File: src/rtl/pulse_blinker.sv
// pulse_blinker: turns one-cycle event strobes into human-visible LED blinks.
// Each event produces one blink of ON_CYCLES cycles followed by at least
// OFF_CYCLES dark cycles. Events arriving mid-blink are counted in a
// saturating pending counter and replayed back-to-back.
//
// Optional build macro: PULSE_BLINKER_COALESCE_EN
//   defined   -> events while the LED is lit are ignored; only events
//                during the dark gap are queued.
//   undefined -> every event during ON or OFF is queued (default).

module pulse_blinker #(
    parameter int unsigned ON_CYCLES  = 5_000_000,
    parameter int unsigned OFF_CYCLES = 5_000_000,
    parameter int unsigned PEND_W     = 4
) (
    input  logic              clk,
    input  logic              rst,
    input  logic              pulse_in,
    output logic              led_out,
    output logic              busy,
    output logic [PEND_W-1:0] pending,
    output logic              overflow
);

    localparam int unsigned MAX_CYC = (ON_CYCLES > OFF_CYCLES) ? ON_CYCLES : OFF_CYCLES;
    localparam int unsigned CW      = (MAX_CYC > 1) ? $clog2(MAX_CYC) : 1;

    localparam logic [CW-1:0]     ON_LOAD  = CW'(ON_CYCLES - 1);
    localparam logic [CW-1:0]     OFF_LOAD = CW'(OFF_CYCLES - 1);
    localparam logic [PEND_W-1:0] PEND_MAX = '1;

    typedef enum logic [1:0] {
        ST_IDLE = 2'd0,
        ST_ON   = 2'd1,
        ST_OFF  = 2'd2
    } state_t;

    state_t              r_state;
    state_t              w_next_state;
    logic [CW-1:0]       r_cnt;
    logic [CW-1:0]       w_next_cnt;
    logic [PEND_W-1:0]   r_pending;
    logic [PEND_W-1:0]   w_next_pending;
    logic                r_overflow;
    logic                w_next_overflow;
    logic                r_led;
    logic                r_busy;

    logic                w_cnt_zero;
    logic                w_pend_nz;
    logic                w_off_end;
    logic                w_dequeue;
    logic                w_enqueue;
    logic                w_on_accept;

    assign w_cnt_zero = (r_cnt == '0);
    assign w_pend_nz  = (r_pending != '0);
    assign w_off_end  = (r_state == ST_OFF) && w_cnt_zero;
    assign w_dequeue  = w_off_end && w_pend_nz;

`ifdef PULSE_BLINKER_COALESCE_EN
    assign w_on_accept = 1'b0;
`else
    assign w_on_accept = 1'b1;
`endif

    // An event at the very end of the dark gap with nothing queued starts
    // the next blink directly instead of passing through the counter, so it
    // is excluded from the enqueue term.
    always_comb begin
        w_enqueue = 1'b0;
        if (pulse_in) begin
            case (r_state)
                ST_ON:   w_enqueue = w_on_accept;
                ST_OFF:  w_enqueue = !(w_cnt_zero && !w_pend_nz);
                default: w_enqueue = 1'b0;
            endcase
        end
    end

    // Next-state and blink-timer logic
    always_comb begin
        w_next_state = r_state;
        w_next_cnt   = r_cnt;
        case (r_state)
            ST_IDLE: begin
                if (pulse_in) begin
                    w_next_state = ST_ON;
                    w_next_cnt   = ON_LOAD;
                end
            end
            ST_ON: begin
                if (w_cnt_zero) begin
                    w_next_state = ST_OFF;
                    w_next_cnt   = OFF_LOAD;
                end else begin
                    w_next_cnt = r_cnt - 1'b1;
                end
            end
            ST_OFF: begin
                if (w_cnt_zero) begin
                    if (w_pend_nz || pulse_in) begin
                        w_next_state = ST_ON;
                        w_next_cnt   = ON_LOAD;
                    end else begin
                        w_next_state = ST_IDLE;
                        w_next_cnt   = '0;
                    end
                end else begin
                    w_next_cnt = r_cnt - 1'b1;
                end
            end
            default: begin
                w_next_state = ST_IDLE;
                w_next_cnt   = '0;
            end
        endcase
    end

    // Pending-count bookkeeping: an enqueue and a dequeue in the same cycle
    // cancel, so saturation can only drop an event when no dequeue occurs.
    always_comb begin
        w_next_pending  = r_pending;
        w_next_overflow = r_overflow;
        if (w_enqueue && w_dequeue) begin
            w_next_pending = r_pending;
        end else if (w_dequeue) begin
            w_next_pending = r_pending - 1'b1;
        end else if (w_enqueue) begin
            if (r_pending == PEND_MAX) begin
                w_next_overflow = 1'b1;
            end else begin
                w_next_pending = r_pending + 1'b1;
            end
        end
    end

    // State, timer and queue registers
    always_ff @(posedge clk or posedge rst) begin
        if (rst) begin
            r_state    <= ST_IDLE;
            r_cnt      <= '0;
            r_pending  <= '0;
            r_overflow <= 1'b0;
        end else begin
            r_state    <= w_next_state;
            r_cnt      <= w_next_cnt;
            r_pending  <= w_next_pending;
            r_overflow <= w_next_overflow;
        end
    end

    // Registered LED and busy drive, decoded from the next state so they
    // line up with the state register rather than lagging it
    always_ff @(posedge clk or posedge rst) begin
        if (rst) begin
            r_led  <= 1'b0;
            r_busy <= 1'b0;
        end else begin
            r_led  <= (w_next_state == ST_ON);
            r_busy <= (w_next_state != ST_IDLE);
        end
    end

    assign led_out  = r_led;
    assign busy     = r_busy;
    assign pending  = r_pending;
    assign overflow = r_overflow;

endmodule

File: config.mk
export PLATFORM = sky130hd
export DESIGN_NAME = pulse_blinker
export DESIGN_NICKNAME = d
export VERILOG_FILES = /design/src/rtl/pulse_blinker.sv
export SDC_FILE = /design/constraint.sdc
export NUM_CORES = 1
export LEC_CHECK = 0
export ABC_AREA = 1
export BUFFER_PORTS_ARGS = -buffer_cell sky130_fd_sc_hd__buf_2
export CAP_MARGIN = 30
export CORE_MARGIN = 1.5
export CORE_UTILIZATION = 41
export DETAILED_ROUTE_END_ITERATION = 16
export GPL_TIMING_DRIVEN = 0
export HOLD_SLACK_MARGIN = 0.06
export PLACE_DENSITY = 0.6
export SYNTH_ARGS = -nofsm -noshare
export SYNTH_HDL_FRONTEND = slang
export SYNTH_SLANG_ARGS = --single-unit
File: constraint.sdc
create_clock -name clk -period 6.1 [get_ports clk]
set_input_delay 0.305 -clock clk [delete_from_list [all_inputs] [get_ports clk]]
set_output_delay 0.305 -clock clk [all_outputs]
set_load 0.005 [all_outputs]
==> flow_summary.ini <==
[logic_synthesis]
synth_top_area_share = 0.3558
yosysSeqAreaShare = 0.3558
synth_warnings = 0
syn_nets = 336
synth_area_leader_cell = dfrtp_1
synth.avg_cell_area_um2 = 6.926
synth_area_um2 = 2251
synth_cells = 325
synth_flop_cell = dfrtp_1
ys_seq_elements = 32
synth_cell_types = 32
synthArstFlopShare = 1.000
synth.area.top_cells = dfrtp_1 (36%), nand2_1 (17%), inv_1 (7.5%), nor2_1 (6.2%), nand3_1 (6.0%)
synth_edf_count = 0

[critical_path]
crit_buf_inv = 2
crit_fanout = 8
cp.arrival_ns = 2.46
cpMostUsedCell = nand2_1
timing.rr.start = r_cnt[0]
cp-end-kind = flip-flop
worstPathCellList = inv_1 > ha_1 > nand2_4 > nor2_8 > nand3_4 > nor2_2 > ha_1 > nand2_1 > nand2_1 > a31oi_1 > inv_1 > nand2_1 > nand2_1 > nand2_1 > nand2_1
cp_slowest_cell = dfrtp_1
crit_path_max_incr_delay_ns = 0.37
startpoint_type = flip-flop
critPathKind = flip-flop to flip-flop
critPathLaunch = r_cnt[0]
cp.required_ns = 6.28
cp_top_family = simple AND/OR/NAND/NOR gates

[floorplanning]
die_h_um = 77.10
start_util = 0.4325
floorplan.rows = 26
die_w_um = 77.10
coreArea_um2 = 5205
dieArea_um2 = 5944
ios = 10

[sta]
skew_ns = 0.007285
setup_viol = 0
slew_headroom = 0.6210
rsz0062_at_grt = no
fin_tns_setup_ns = 0
hold_violations = 0
timing.hold.ws_ns = 0.4186
finalCritPeriodShare = 0.3744
drv_slew = 0
min_period_ns = 2.284
worst_pin_slew_ns = 0.5685
max_freq_mhz = 437.9

[pwr]
p_leak_nw = 1.371
switching_share = 0.4690
vdd.ir_drop.worst_uv = 187.8
power_frac_comb = 0.508
p_per_area_nw_per_um2 = 431.1
p_seq_frac = 0.333
clkPwrFrac = 0.159
p_switching_w = 0.0005082
p_int_w = 0.0005754

[run]
cap_viol_max_count = 0

[clock_network]
h-tree-depth = 2
cts.path.max_buffers = 2
cts-resized-gates = 0
ctsHoldBuffers = 1
clk_latency_ns = 0.28
cts.reportedPaths.clkPinSlew_ns = 0.07
cts_buffers = 5
cts_tree = built
cts_root_buffer = clkbuf_8
cts.sinks = 32
post_cts_buffers = 0

[place]
portBuffers = 9
dp_cells = 405
dpl-instance-area_um2 = 2411
dpl.hpwl_um = 3795
gp_congestion = 0.8325

[grt]
grt-ovfl-total = 0
grt_pass1_vias = 1984
grt_max_degree = 23
antenna_found_initial = 0
grt_pass1_wl_um = 9239
grtUsageTotal = 0.1926

[detailed_routing]
wl_met3_um = 158
wl_met2_um = 2187
drc_errors = 0
wl_met1_um = 2596
final_antenna_net_count = 0
viasPerCell = 4.853
drt-initial-drc-count = 96
highest_layer = met4
wl_um = 4992
firstDrtPassIters = 4
via_count = 2009
post_drt_wl_per_cell_um = 12.06

[layout]
final_util = 0.4829
design_area_um2 = 2514
antenna_cells = 0
drive_gt1_frac = 0.1192
layoutNonFillerInstCount = 414
area_growth_pct = 11.67
fin_nets = 354

[status]
status = completed

[worst_hold_path]
holdCritPathClass = input port to flip-flop
min_from = pulse_in
## registers in the layout, summed over array words and instances (netlist names)
signal    count
r_state       2
pending       4
led_out       1
overflow      1
busy          1
r_cnt        23
## through the flow
stage	worst slack (ns)	power, W
2_1_floorplan	4.026	0.0007838
6_report	3.816	0.001084
4_1_cts	3.779	0.001093
5_1_grt	3.525	0.001213
3_5_place_dp	3.795	0.0009157
3_3_place_gp	3.806	0.0009028
## layout by cell type (no fill, tap or decap)
cell and count:
nand2_4 1, o21ai_0 7, clkinv_2 2, and3_1 1, inv_2 3, nand2_2 3, buf_6 2, dlygate4sd3_1 1
o31ai_1 1, o21bai_1 1, nand3_1 27, nor2_2 4, xnor2_1 2, nor2_8 1, nand3_2 2, o211ai_2 1
clkinv_1 1, nor2_4 4, a21oi_1 4, buf_16 1, nor4_1 1, nor3_1 5, ha_1 7, nand4_1 5
a31oi_1 3, dfrtp_1 32, inv_1 45, fa_1 1, nand3_4 1, clkbuf_8 6, o21ai_1 11, nor2_1 37
buf_2 10, clkbuf_1 2, nand2_1 101, xor2_1 8
## layer usage
layer	vias to the layer above	track usage
met5	-	0
li1	1054	-
met1	922	0.2747
met2	28	0.3000
met4	0	0.04909
met3	5	0.03571
## power by group through the flow
| stage | logic (W) | registers (W) | clock network, W |
|---|---|---|---|
| 2_1_floorplan | 0.000435 | 0.000349 | 0 |
| 3_3_place_gp | 0.000540 | 0.000362 | 0 |
| 3_5_place_dp | 0.000552 | 0.000364 | 0 |
| 4_1_cts | 0.000554 | 0.000361 | 0.000178 |
| 5_1_grt | 0.000652 | 0.000375 | 0.000187 |
| 6_report | 0.000550 | 0.000361 | 0.000172 |
## worst paths after layout
path | to | slack, ns | cells past startpoint
worst max-delay path | pending[3] | 3.82 | 15
worst min-delay path | r_cnt[22] | 0.42 | 4
worst max register to register | pending[3] | 3.82 | 15
worst min register to register | overflow | 0.48 | 1
max in group asynchronous | r_cnt[1] | 5.02 | 4
min in group asynchronous | r_cnt[17] | 0.59 | 3
## synthesized netlist by cell type, drive strengths merged (2+ instances only)
library cell and instances:
inv 48, clkbuf 2, nand2 105, xnor2 2, nand4 5, a31oi 3, nor3 5, nand3 30
buf 3, dfrtp 32, nor2 46, a21oi 4, ha 7, o21ai 18, xor2 8
## worst register-to-register path, stage by stage (launching register included)
cell	delay (ns)
dfrtp_1	0.37
inv_1	0.09
ha_1	0.25
nand2_4	0.10
nor2_8	0.19
nand3_4	0.13
nor2_2	0.17
ha_1	0.29
nand2_1	0.08
nand2_1	0.05
a31oi_1	0.19
inv_1	0.06
nand2_1	0.06
nand2_1	0.05
nand2_1	0.06
nand2_1	0.04
## kinds of logic after synthesis
logic type,count (synthesis),share of synthesized area
AND/OR/NAND/NOR,193,0.3908
flip-flops,32,0.3558
buffers and inverters,54,0.09727
XOR/XNOR,10,0.03891
AO/OA/AOI/OAI,28,0.06948
adder cells (fa/ha/maj),8,0.04780
## area by class of cell
| cell class | count | area, µm² |
|---|---|---|
| fillers | 539 | 2691 |
| multi-input cells | 239 | 1231 |
| flip-flops and latches | 32 | 800.8 |
| inverters | 49 | 183.9 |
| well taps | 70 | 87.58 |
| clock buffers | 6 | 82.58 |
| repair buffers | 11 | 82.58 |
| plain buffers | 5 | 35.03 |
| clock inverters | 2 | 10.01 |
Note: power is estimated with default switching activity, not from simulation.
